## config.mk

```make
export PLATFORM = sky130hd
export DESIGN_NAME = pipeline_hazard_ctrl
export DESIGN_NICKNAME = d
export VERILOG_FILES = /design/src/rtl/riscv_pkg.sv /design/src/rtl/sat_counter.sv /design/src/rtl/pipeline_hazard_ctrl.sv
export SDC_FILE = /design/constraint.sdc
export NUM_CORES = 1
export LEC_CHECK = 0
export BUFFER_PORTS_ARGS = -buffer_cell sky130_fd_sc_hd__buf_2
export CAP_MARGIN = 20
export CELL_PAD_IN_SITES_DETAIL_PLACEMENT = 1
export CELL_PAD_IN_SITES_GLOBAL_PLACEMENT = 2
export CORE_MARGIN = 4
export CORE_UTILIZATION = 32
export CTS_CLUSTER_SIZE = 40
export DETAILED_ROUTE_END_ITERATION = 8
export GPL_TIMING_DRIVEN = 0
export HOLD_SLACK_MARGIN = 0.12
export PLACE_DENSITY_LB_ADDON = 0.1
export SYNTH_ARGS = -nofsm -noshare
export SYNTH_HDL_FRONTEND = slang
export SYNTH_SLANG_ARGS = --single-unit
```

## constraint.sdc

```tcl
create_clock -name clk -period 3.8 [get_ports clk]
set_input_delay 0.19 -clock clk [delete_from_list [all_inputs] [get_ports clk]]
set_output_delay 0.19 -clock clk [all_outputs]
set_load 0.05 [all_outputs]
```

## src/rtl/riscv_pkg.sv

```systemverilog
// Shared RV32 pipeline definitions: base opcodes, hazard-controller FSM states,
// and the register-read decode used by the ID-stage hazard check.
package riscv_pkg;

  localparam logic [6:0] OP_R      = 7'd51;
  localparam logic [6:0] OP_I      = 7'd19;
  localparam logic [6:0] OP_LOAD   = 7'd3;
  localparam logic [6:0] OP_STORE  = 7'd35;
  localparam logic [6:0] OP_JAL    = 7'd111;
  localparam logic [6:0] OP_JALR   = 7'd103;
  localparam logic [6:0] OP_BRANCH = 7'd99;
  localparam logic [6:0] OP_LUI    = 7'd55;
  localparam logic [6:0] OP_AUIPC  = 7'd23;

  typedef enum logic {RUN, MD_BUSY} md_state_t;

  function automatic logic uses_rs1(input logic [6:0] op);
    return op inside {OP_R, OP_I, OP_LOAD, OP_STORE, OP_JALR, OP_BRANCH};
  endfunction

  function automatic logic uses_rs2(input logic [6:0] op);
    return op inside {OP_R, OP_STORE, OP_BRANCH};
  endfunction

endpackage

```

## src/rtl/sat_counter.sv

```systemverilog
// Saturating up-counter with synchronous clear; holds at all-ones instead of wrapping.
module sat_counter #(
  parameter int CNT_W = 32
) (
  input  logic             clk,
  input  logic             clr,
  input  logic             inc,
  output logic [CNT_W-1:0] count
);

  // NOTE: sequential state uses non-blocking assignments so every flop samples
  // pre-edge values regardless of process ordering.
  always_ff @(posedge clk) begin
    if (clr) begin
      count <= '0;
    end else if (inc && (count != '1)) begin
      count <= count + CNT_W'(1);
    end
  end

endmodule

```

## src/rtl/pipeline_hazard_ctrl.sv

```systemverilog
// Stall/flush sequencer for the 5-stage RV32 pipeline: load-use stalls, redirect
// squashes, multi-cycle MUL/DIV freeze with timeout, and saturating perf counters.
module pipeline_hazard_ctrl
  import riscv_pkg::*;
#(
  parameter int MD_TIMEOUT = 64,
  parameter int CNT_W      = 32
) (
  input  logic             clk,
  input  logic             rst,
  input  logic [6:0]       id_opcode,
  input  logic [4:0]       id_rs1,
  input  logic [4:0]       id_rs2,
  input  logic [4:0]       ex_rd,
  input  logic             ex_memread,
  input  logic             ex_redirect,
  input  logic             ex_is_muldiv,
  input  logic             md_done,
  output logic             pc_en,
  output logic             if_id_en,
  output logic             id_ex_en,
  output logic             if_id_flush,
  output logic             id_ex_flush,
  output logic             ex_mem_bubble,
  output logic             md_start,
  output logic             md_timeout,
  output logic [CNT_W-1:0] stall_cnt,
  output logic [CNT_W-1:0] redirect_cnt
);

  localparam int              TO_W    = (MD_TIMEOUT > 1) ? $clog2(MD_TIMEOUT) : 1;
  localparam logic [TO_W-1:0] TO_LAST = TO_W'(MD_TIMEOUT - 1);

  md_state_t       state, state_next;
  logic [TO_W-1:0] to_cnt;
  logic            to_clr, to_inc, to_fire, redirect_inc;
  logic            load_use;

  assign load_use = ex_memread && (ex_rd != 5'd0) &&
                    ((uses_rs1(id_opcode) && (id_rs1 == ex_rd)) ||
                     (uses_rs2(id_opcode) && (id_rs2 == ex_rd)));

  // NOTE: every always_comb output gets a default first so no path can infer a latch.
  always_comb begin
    pc_en         = 1'b1;
    if_id_en      = 1'b1;
    id_ex_en      = 1'b1;
    if_id_flush   = 1'b0;
    id_ex_flush   = 1'b0;
    ex_mem_bubble = 1'b0;
    md_start      = 1'b0;
    state_next    = state;
    to_clr        = 1'b0;
    to_inc        = 1'b0;
    to_fire       = 1'b0;
    redirect_inc  = 1'b0;

    if (rst) begin
      pc_en         = 1'b0;
      if_id_en      = 1'b0;
      id_ex_en      = 1'b0;
      if_id_flush   = 1'b1;
      id_ex_flush   = 1'b1;
      ex_mem_bubble = 1'b1;
      state_next    = RUN;
    end else begin
      unique case (state)
        RUN: begin
          if (ex_redirect) begin
            if_id_flush  = 1'b1;
            id_ex_flush  = 1'b1;
            redirect_inc = 1'b1;
          end else if (ex_is_muldiv) begin
            md_start      = 1'b1;
            pc_en         = 1'b0;
            if_id_en      = 1'b0;
            id_ex_en      = 1'b0;
            ex_mem_bubble = 1'b1;
            to_clr        = 1'b1;
            state_next    = MD_BUSY;
          end else if (load_use) begin
            pc_en       = 1'b0;
            if_id_en    = 1'b0;
            id_ex_flush = 1'b1;
          end
        end
        MD_BUSY: begin
          // A real done outranks a timeout landing on the same cycle.
          if (md_done) begin
            state_next = RUN;
          end else if (to_cnt == TO_LAST) begin
            to_fire       = 1'b1;
            ex_mem_bubble = 1'b1;
            state_next    = RUN;
          end else begin
            pc_en         = 1'b0;
            if_id_en      = 1'b0;
            id_ex_en      = 1'b0;
            ex_mem_bubble = 1'b1;
            to_inc        = 1'b1;
          end
        end
        default: state_next = RUN;
      endcase
    end
  end

  always_ff @(posedge clk) begin
    if (rst) begin
      state      <= RUN;
      to_cnt     <= '0;
      md_timeout <= 1'b0;
    end else begin
      state <= state_next;
      if (to_clr) begin
        to_cnt <= '0;
      end else if (to_inc) begin
        to_cnt <= to_cnt + TO_W'(1);
      end
      if (to_fire) begin
        md_timeout <= 1'b1;
      end
    end
  end

  sat_counter #(.CNT_W(CNT_W)) u_stall_cnt (
    .clk   (clk),
    .clr   (rst),
    .inc   (!pc_en),
    .count (stall_cnt)
  );

  sat_counter #(.CNT_W(CNT_W)) u_redirect_cnt (
    .clk   (clk),
    .clr   (rst),
    .inc   (redirect_inc),
    .count (redirect_cnt)
  );

endmodule

```

After elaboration in Yosys (flattened, before gate mapping)
Index checks and enable logic that the tools add are counted.
{"block": "word_totals", "reg_bits": 72, "input_bits": 28, "out_inout_bits": 72}
{"block": "classes", "addsub": 3, "n_eq_ne": 11, "n_mux": 35, "bitwise_logic": 1, "n_reduce_logical": 12}
{"cell": "32-bit by 1-bit adder with 32-bit output, second input constant", "count": 2}
{"cell": "32-bit inequality test, second input constant", "count": 2}
{"cell": "1-bit two-way mux", "count": 31}
{"cell": "7-bit by 6-bit == test with 1-bit output, second input constant", "count": 2}
{"cell": "7-bit == test, second input constant", "count": 2}
{"cell": "5-bit == test", "count": 2}
{"cell": "1-bit case mux with 2 select lines", "count": 4}
{"cell": "7-bit by 2-bit == test with 1-bit output, second input constant", "count": 1}
{"cell": "7-bit by 5-bit == test with 1-bit output, second input constant", "count": 1}
{"cell": "6-bit by 1-bit adder with 6-bit output, second input constant", "count": 1}
{"cell": "6-bit == test, second input constant", "count": 1}
{"cell": "1-bit logical AND", "count": 6}
{"cell": "6-bit nonzero test", "count": 1}
{"cell": "5-bit nonzero test", "count": 1}
{"cell": "3-bit nonzero test", "count": 1}
{"cell": "2-bit OR reduction", "count": 1}
{"cell": "1-bit zero test", "count": 1}
{"cell": "1-bit logical OR", "count": 1}
{"cell": "1-bit NOT", "count": 1}

Longest topological paths before layout
Gate-level depths: netlist (run 1).
{"block": "logic_depth", "ltp_word": 12, "depth_mapped": 12, "depth_no_buf": 8}

Modules after synthesis
From an unflattened synthesis (run 1), not the netlist that was laid out.
{"block": "hier_totals", "hier_cells": 462, "hier_area_um2": 3891.2}
{"module": "sat_counter at u_redirect_cnt", "n_inst": 1, "cells_per_inst": 199, "area_per_inst_um2": 1674.1, "seq_area_each_um2": 640.6}
{"module": "sat_counter at u_stall_cnt", "n_inst": 1, "cells_per_inst": 187, "area_per_inst_um2": 1606.5, "seq_area_each_um2": 640.6}
{"module": "pipeline_hazard_ctrl", "n_inst": 1, "cells_per_inst": 76, "area_per_inst_um2": 610.6, "seq_area_each_um2": 160.2}

Worst setup path before layout (run 1)
No wires, ideal clock.
{"block": "synth_timing", "path_type": "reg-to-reg", "from": "reg u_stall_cnt.count[14]", "to": "reg u_stall_cnt.count[1]", "arrival_ps": 2469, "required_time_ps": 3672, "setup_slack_ps": 1203, "stages_incl_launch_ff": 11, "n_path_buf": 3, "path_cell_list": "dfxtp_1 and4_1 and3_1 nand3_1 or3_1 o21ai_2 buf_6 buf_6 buf_2 mux2i_1 nor2_1"}
{"block": "synth_via", "elab_chain_len": 2}
{"element": "start, declared", "line_no": "sat_counter.sv:8", "rtl": "output logic [CNT_W-1:0] count"}
{"element": "start signal, assigned", "line_no": "sat_counter.sv:17", "rtl": "count <= count + CNT_W'(1);"}
{"element": "32-bit inequality test", "line_no": "sat_counter.sv:16", "rtl": "end else if (inc && (count != '1)) begin"}
{"element": "1-bit logical AND", "line_no": "sat_counter.sv:16"}
No other way between the ends.
A chain may end at the register's enable or synchronous reset.

Worst setup path after layout (run 1)
{"block": "layout_timing", "from": "reg u_redirect_cnt.count[24]", "to": "reg u_redirect_cnt.count[5]"}
{"block": "layout_via", "elab_chain_len": 2}
{"element": "start, declared", "line_no": "sat_counter.sv:8"}
{"element": "start signal, assigned", "line_no": "sat_counter.sv:17"}
{"element": "32-bit inequality test", "line_no": "sat_counter.sv:16"}
{"element": "1-bit logical AND", "line_no": "sat_counter.sv:16"}
No other way between the ends.

==> summary.log, run 1 <==
qor: placement.dp.final_hpwl 8462 µm
qor: synthesis.synth-seq-area-share 39.86%
qor: final_layout.fin_nets 586
qor: drt.totalWireLength 11210 µm
qor: synthesis.synthDominantCellAreaShare 39.86%
qor: sta.worst_setup_slack_final 1.049 ns
qor: synthesis.syn_avg_cell_area 8.126 µm²
qor: synthesis.synth-main-ff-cell dfxtp_1
qor: die.top_level_ports 100
qor: synthesis.synthesis.yosys.warnings 0
qor: worst_setup_path.reg2reg_depth 7
qor: placement.placed_cell_area 0.004287 mm²
qor: cts.numCtsBuffers 9
qor: synthesis.synth_area_leader_cell dfxtp_1
qor: global_routing.antenna_found_initial 0
qor: synthesis.synth-edff-count 0
qor: cts.post_cts_resize_count 0
qor: final_layout.stdcell_area 0.004576 mm²
qor: drt.drt-pass1-iter-count 4
qor: synthesis.synth-async-reset-ratio 0%
qor: sta.final_period_minus_worst_setup_slack 2.751 ns
qor: cts.cts_sinks 72
qor: sta.slew_headroom 37.46%
qor: synthesis.synth-seq-cells 72
qor: sta.final_min_period_over_clock_period 72.39%
qor: final_layout.layoutNonFillerInstCount 699
qor: drt.route.vias.total 3626
qor: drt.drc 0
qor: worst_setup_path.critical_path.startpoint u_redirect_cnt.count[24]$_SDFFE_PP0P_
qor: worst_setup_path.crit_fanout 7
qor: sta.final_max_slew_viol_count 0
qor: pwr.pwr_density_cell 385.5 mW/mm²
qor: synthesis.yosys.cell_types.count 41
qor: placement.dp_worst_setup_slack 1.044 ns
qor: cts.clock_tree.buffer_depth 2
qor: worst_setup_path.worstReg2RegEnd u_redirect_cnt.count[5]$_SDFFE_PP0P_
qor: drt.initialDrtViolationCount 166
qor: drt.antenna_left 0
qor: cts.cts_root_buffer clkbuf_16
qor: worst_setup_path.worst-setup-path-type reg -> reg
qor: die.fp.dieH 114.3 µm
qor: synthesis.yosysMostFrequentCell dfxtp_1
qor: cts.cts_max_level 3
qor: job.max_cap_viol_count 0
qor: global_routing.grt_pass1_vias 3814
qor: placement.place.port_buffers 99
qor: sta.achievable-frequency 0.3635 GHz
qor: placement.finalWeightedCongestion 0.7379
qor: pwr.leakage 1.833 nW
qor: sta.final-setup-viol-count 0
qor: min_path.worstHoldPathType in -> reg
qor: sta.tightest_slew 0.9296 ns
qor: die.initial_utilization 33.07%
qor: placement.place.detailed.instances 684
qor: worst_setup_path.setup.reg_to_reg.worst_slack 1.05 ns
qor: final_layout.num_antenna_cells 0
qor: final_layout.core_occupancy_in_the_finished_layout 41.84%
qor: final_layout.flow.area_growth_from_synthesis 26.54%
qor: synthesis.synth_cells 445
qor: drt.wire_per_inst 16.04 µm
qor: die.die_w 114.3 µm
qor: synthesis.synthesis.nets 476
qor: worst_setup_path.critPathArrivalTime 2.95 ns
qor: synthesis.synth_area 0.003616 mm²
qor: cts.cts_setup_buffers 0
qor: sta.setup_tns 0 ns
qor: cts.cts_hold_buffers 0
qor: global_routing.total_grt_usage 17.97%
qor: die.floorplan.rows 38
qor: worst_setup_path.critical_path_required 4.00 ns
qor: pwr.vdd_ir_drop_max 0.2251 mV
qor: worst_setup_path.end_kind flop
qor: drt.post_drt_via_cell_ratio 5.187
qor: synthesis.synth_area_leaders dfxtp_1 (40%), xor2_1 (7.0%), nor2_1 (6.1%)
qor: die.core_region_area 0.01094 mm²
qor: worst_setup_path.startpoint_class flop
qor: outcome.outcome finished, final reports clean
qor: cts.cts_tree done
qor: global_routing.grt_first_pass_wirelength 18810 µm
qor: cts.clk_transition_reported_paths 0.05 ns
qor: sta.unrepaired_setup_endpoints_after_global_routing false
qor: global_routing.grt_max_degree 12
qor: final_layout.layout-drive-gt1-share 22.54%
qor: worst_setup_path.worst_setup_path_endpoint u_redirect_cnt.count[5]$_SDFFE_PP0P_
qor: sta.final_hold_viol_count 0
qor: synthesis.synth_common_cells dfxtp_1 (72), nor2_1 (59), a21oi_1 (35), nand2_1 (34), nand3_1 (31)
qor: worst_setup_path.crit-reg2reg-launch u_redirect_cnt.count[24]$_SDFFE_PP0P_
qor: cts.clkLatencyLatePin 0.34 ns
qor: global_routing.gr-total-overflow 0
qor: sta.final.setup_skew 0.005457 ns
qor: die.fp.dieArea 0.01306 mm²
==> worst min path at each step <==
| stage | startpoint | endpoint | slack, ns | cells past startpoint |
|---|---|---|---|---|
| after global placement | md_timeout$_SDFFE_PP0P_ | md_timeout$_SDFFE_PP0P_ | 0.45 | 2 |
| after global routing | md_done | md_timeout$_SDFFE_PP0P_ | 0.21 | 4 |
| final | md_done | md_timeout$_SDFFE_PP0P_ | 0.19 | 4 |
| after detailed placement | md_timeout$_SDFFE_PP0P_ | md_timeout$_SDFFE_PP0P_ | 0.48 | 2 |
| after CTS | ex_is_muldiv | state$_SDFF_PP0_ | 0.18 | 3 |
| after floorplan | ex_is_muldiv | state$_SDFF_PP0_ | 0.38 | 2 |
==> worst max-delay path, stage by stage (launching register included) <==
cell     delay (ns)
dfxtp_1        0.43
nand4_1        0.17
or3_1          0.44
nor4_1         0.83
nor2_1         0.33
nand3_1        0.19
xor2_1         0.16
nor2_1         0.06
==> placed cells by master (no fill, tap or decap), drive strengths merged, types with 2 or more instances in the layout <==
master / synthesis / layout
a2111oi: 2 / 2
a21oi: 35 / 35
a31oi: 2 / 2
and2: 4 / 4
and3: 13 / 13
and4: 5 / 5
buf: 8 / 107
clkbuf: 9 / 21
dfxtp: 72 / 72
ha: 3 / 3
inv: 8 / 8
mux2: 3 / 3
mux2i: 2 / 2
nand2: 34 / 34
nand2b: 3 / 3
nand3: 31 / 31
nand4: 17 / 17
nor2: 59 / 59
nor2b: 3 / 3
nor3: 4 / 4
nor4: 4 / 4
o21ai: 27 / 27
o31ai: 9 / 9
or2: 2 / 2
or3: 28 / 28
or4: 12 / 12
xnor2: 12 / 12
xor2: 29 / 29
==> cells by family after synthesis <==
kind of cell	share of synthesized area, %
adders and majority gates	1.038
and+or+nand+nor	32.21
AOI/OAI and AO/OA	11.90
xor gates and xnor gates	9.931
muxes	1.488
DFF	39.86
buffers and inverters	3.564
==> metal layers <==
metal	vias to the layer above	wire (µm)	GRT usage (%)
li1	1807	-	-
met2	54	5668	32.20
met1	1750	5013	21.42
met3	15	328	2.696
met4	0	199	7.205
met5	-	0	0
==> flip-flops by register name, summed over array words and instances, names as in the netlist <==
name	cells
u_redirect_cnt.count	32
u_stall_cnt.count	32
to_cnt	6
md_timeout	1
state	1
==> final cells by class <==
| type | count | area (µm²) |
|---|---|---|
| multi-input combinational | 348 | 2046 |
| buffer | 17 | 98.84 |
| clock inverter | 3 | 42.54 |
| timing repair buffer | 99 | 495.5 |
| fill | 1374 | 6360 |
| sequential | 72 | 1441 |
| clock buffer | 12 | 246.5 |
| tap | 140 | 175.2 |
| inverter | 8 | 30.03 |
==> power by group <==
group	switching, mW	internal (mW)
sequential	0.00931	0.762
clock	0.319	0.522
combinational	0.105	0.0472
total	0.433	1.33
==> through the flow <==
step / hold WS, ns / total power [mW]
floorplan: 0.3766 / 0.8852
global placement: 0.4511 / 0.9396
detailed placement: 0.4799 / 0.9426
CTS: 0.1806 / 1.793
global route: 0.2084 / 1.831
finish: 0.1922 / 1.764
(Power assumes the default switching activity.)
==> run 2, diff against run 1 <==
--- a/config.mk
+++ b/config.mk
@@ -10,7 +10,7 @@
 export CELL_PAD_IN_SITES_DETAIL_PLACEMENT = 1
 export CELL_PAD_IN_SITES_GLOBAL_PLACEMENT = 2
 export CORE_MARGIN = 4
-export CORE_UTILIZATION = 32
+export CORE_UTILIZATION = 30
 export CTS_CLUSTER_SIZE = 40
 export DETAILED_ROUTE_END_ITERATION = 8
 export GPL_TIMING_DRIVEN = 0
==> constraint.sdc (replaced) <==
create_clock -name clk -period 2.8 [get_ports clk]
set_input_delay 0.14 -clock clk [delete_from_list [all_inputs] [get_ports clk]]
set_output_delay 0.14 -clock clk [all_outputs]
set_load 0.05 [all_outputs]
==> run 2 against run 1 <==
  * Count of clock-buffer cells in the layout decreased by 1
  * Power increased by 36%
  * Flip-flop and latch count unchanged
  * Critical path depth increased by 3
  * Cell count increased by 0.29%
  * Critical endpoint is now u_stall_cnt.count[1]$_SDFFE_PP0P_
  * Clock skew increased by 0.0026 ns
==> summary.log, run 2 (synthesis gave the netlist of run 1 again) <==
qor: outcome.outcome finished, final reports clean [unchanged]
qor: sta.unrepaired_setup_endpoints_after_global_routing false [unchanged]
qor: min_path.worstHoldPathType in -> reg [unchanged]
qor: final_layout.layout_top_registers u_redirect_cnt.count x32, u_stall_cnt.count x32, to_cnt x6 [unchanged]
qor: sta.slew_headroom 57.95% [was 37.46%]
qor: drt.initialDrtViolationCount 154 [was 166]
qor: global_routing.grt_max_degree 12 [unchanged]
qor: worst_setup_path.reg2reg_depth 10 [was 7]
qor: sta.final.setup_skew 0.008097 ns [was 0.005457 ns]
qor: cts.cts_root_buffer clkbuf_16 [unchanged]
qor: final_layout.num_antenna_cells 0 [unchanged]
qor: placement.dp.final_hpwl 8533 µm [was 8462 µm]
qor: cts.cts_hold_buffers 0 [unchanged]
qor: cts.clock_tree.buffer_depth 2 [unchanged]
qor: worst_setup_path.critical_path.startpoint u_stall_cnt.count[15]$_SDFFE_PP0P_ [was u_redirect_cnt.count[24]$_SDFFE_PP0P_]
qor: sta.final-setup-viol-count 0 [unchanged]
qor: die.floorplan.rows 39 [was 38]
qor: worst_setup_path.critical_path_required 3.01 ns [was 4.00 ns]
qor: final_layout.core_occupancy_in_the_finished_layout 39.46% [was 41.84%]
qor: pwr.leakage 1.839 nW [was 1.833 nW]
qor: worst_setup_path.worst-setup-path-type reg -> reg [unchanged]
qor: sta.final_min_period_over_clock_period 91.93% [was 72.39%]
qor: worst_setup_path.critical_path_cell_count 10 [was 7]
qor: worst_setup_path.critPathArrivalTime 2.78 ns [was 2.95 ns]
qor: pwr.vdd_ir_drop_max 0.3619 mV [was 0.2251 mV]
qor: sta.achievable-frequency 0.3885 GHz [was 0.3635 GHz]
qor: die.core_region_area 0.01161 mm² [was 0.01094 mm²]
qor: die.fp.dieH 117.8 µm [was 114.3 µm]
qor: worst_setup_path.critPathMaxStageDelay 0.41 ns [was 0.83 ns]
qor: placement.place.detailed.instances 687 [was 684]
qor: cts.cts_tree done [unchanged]
qor: sta.final_max_slew_viol_count 0 [unchanged]
qor: drt.drt-pass1-iter-count 4 [unchanged]
qor: cts.clkLatencyLatePin 0.34 ns [about the same]
qor: die.top_level_ports 100 [unchanged]
qor: worst_setup_path.cp_common_cell buf_6 [was nor2_1]
qor: pwr.pwr_density_cell 522.7 mW/mm² [was 385.5 mW/mm²]
qor: die.die_w 117.8 µm [was 114.3 µm]
qor: worst_setup_path.setup.reg_to_reg.worst_slack 0.23 ns [was 1.05 ns]
qor: cts.cts_max_level 3 [unchanged]
qor: placement.finalWeightedCongestion 0.7672 [was 0.7379]
qor: worst_setup_path.startpoint_class flop [unchanged]
qor: sta.final_hold_viol_count 0 [unchanged]
qor: sta.final_period_minus_worst_setup_slack 2.574 ns [was 2.751 ns]
qor: placement.place.port_buffers 99 [unchanged]
qor: worst_setup_path.critical_path_buf_inv_count 3 [was 0]
qor: final_layout.flow.area_growth_from_synthesis 26.75% [was 26.54%]
qor: cts.clk_transition_reported_paths 0.06 ns [was 0.05 ns]
qor: cts.numCtsBuffers 9 [unchanged]
qor: drt.antenna_left 0 [unchanged]
qor: global_routing.grt_first_pass_wirelength 18780 µm [was 18810 µm]
qor: sta.tightest_slew 0.6308 ns [was 0.9296 ns]
qor: worst_setup_path.crit-reg2reg-launch u_stall_cnt.count[15]$_SDFFE_PP0P_ [was u_redirect_cnt.count[24]$_SDFFE_PP0P_]
qor: die.fp.dieArea 0.01387 mm² [was 0.01306 mm²]
qor: drt.drc 0 [unchanged]
qor: worst_setup_path.end_kind flop [unchanged]
qor: final_layout.layout_common_cells buf_2 (100), dfxtp_1 (71), nor2_1 (59) [was buf_2 (100), dfxtp_1 (72), nor2_1 (59)]
qor: job.max_cap_viol_count 0 [unchanged]
qor: final_layout.layout-drive-gt1-share 23.30% [was 22.54%]
qor: final_layout.layout_commonest_cell buf_2 [unchanged]
qor: global_routing.antenna_found_initial 0 [unchanged]
qor: drt.route.vias.total 3630 [was 3626]
qor: cts.cts_setup_buffers 0 [unchanged]
qor: worst_setup_path.worstReg2RegEnd u_stall_cnt.count[1]$_SDFFE_PP0P_ [was u_redirect_cnt.count[5]$_SDFFE_PP0P_]
qor: final_layout.fin_nets 585 [was 586]
qor: drt.totalWireLength 11270 µm [was 11210 µm]
qor: worst_setup_path.crit_fanout 10 [was 7]
qor: worst_setup_path.crit_slowest_cell dfxtp_1 [was nor4_1]
qor: global_routing.gr-total-overflow 0 [unchanged]
qor: die.initial_utilization 31.14% [was 33.07%]
qor: global_routing.grt_pass1_vias 3724 [was 3814]
qor: drt.post_drt_via_cell_ratio 5.178 [was 5.187]
qor: global_routing.total_grt_usage 16.45% [was 17.97%]
qor: cts.cts_sinks 72 [unchanged]
qor: drt.wire_per_inst 16.07 µm [was 16.04 µm]
qor: worst_setup_path.cp_cell_sequence and4_2 -> and3_1 -> nand3_1 -> or3_1 -> o21ai_2 -> buf_6 -> buf_6 -> buf_2 -> mux2i_1 -> nor2_1 [was nand4_1 -> or3_1 -> nor4_1 -> nor2_1 -> nand3_1 -> xor2_1 -> nor2_1]
qor: pwr.power 2.396 mW [was 1.764 mW]
qor: sta.setup_tns 0 ns [unchanged]
qor: placement.dp_worst_setup_slack 0.05244 ns [was 1.044 ns]
qor: sta.worst_setup_slack_final 0.2259 ns [was 1.049 ns]
qor: final_layout.nFillCells 1447 [was 1374]
qor: worst_setup_path.worst_setup_path_endpoint u_stall_cnt.count[1]$_SDFFE_PP0P_ [was u_redirect_cnt.count[5]$_SDFFE_PP0P_]
qor: final_layout.layoutNonFillerInstCount 701 [was 699]
qor: worst_setup_path.critical_path.top_delay_family simple AND/OR/NAND/NOR gates [unchanged]
run 2: worst min path at each step:
stage | endpoint | cells past startpoint | startpoint
2_1_floorplan | state$_SDFF_PP0_ | 2 | ex_is_muldiv
5_1_grt | md_timeout$_SDFFE_PP0P_ | 4 | md_done
6_report | md_timeout$_SDFFE_PP0P_ | 4 | md_done
3_3_place_gp | md_timeout$_SDFFE_PP0P_ | 2 | md_timeout$_SDFFE_PP0P_
4_1_cts | md_timeout$_SDFFE_PP0P_ | 4 | md_done
3_5_place_dp | md_timeout$_SDFFE_PP0P_ | 2 | md_timeout$_SDFFE_PP0P_
run 2: area by class of cell:
cell class,count,area (µm²),share of cell area (%)
plain buffers,16,95.09,2.075
clock buffers,11,242.7,5.296
clock inverters,4,45.04,0.9828
inverters,8,30.03,0.6552
multi-input cells,348,2053,44.80
flip-flops and latches,72,1443,31.48
well taps,143,178.9,3.904
repair buffers,99,495.5,10.81
run 2: stage by stage:
step / instance area (µm²) / hold slack, ns
after floorplan: 3616 / 0.3266
after global placement: 4290 / 0.4537
after detailed placement: 4290 / 0.4649
after CTS: 4578 / 0.1288
after global routing: 4583 / 0.1628
final: 4583 / 0.1363
run 2: what timing repair did:
| item | CTS | global route |
|---|---|---|
| setup endpoints to repair | 0 | 29 |
| resized for setup | 0 | 3 |
| endpoints found under the hold margin | 0 | 0 |
run 2: tightest hold or removal path: stages:
cell and delay (ns):
buf_2 0.11, inv_1 0.05, a31oi_1 0.07, nor2_1 0.07
run 2: routing by layer:
metal,vias up,global-route usage (%),wire length (µm)
met5,-,0,0
met4,0,4.029,123
met3,12,4.998,463
met2,63,28.49,5558
met1,1751,19.92,5120
li1,1804,-,-
run 2: power breakdown:
group / internal (mW) / switching (mW)
Combinational: 0.0638 / 0.143
Sequential: 1.03 / 0.0113
Clock: 0.705 / 0.439
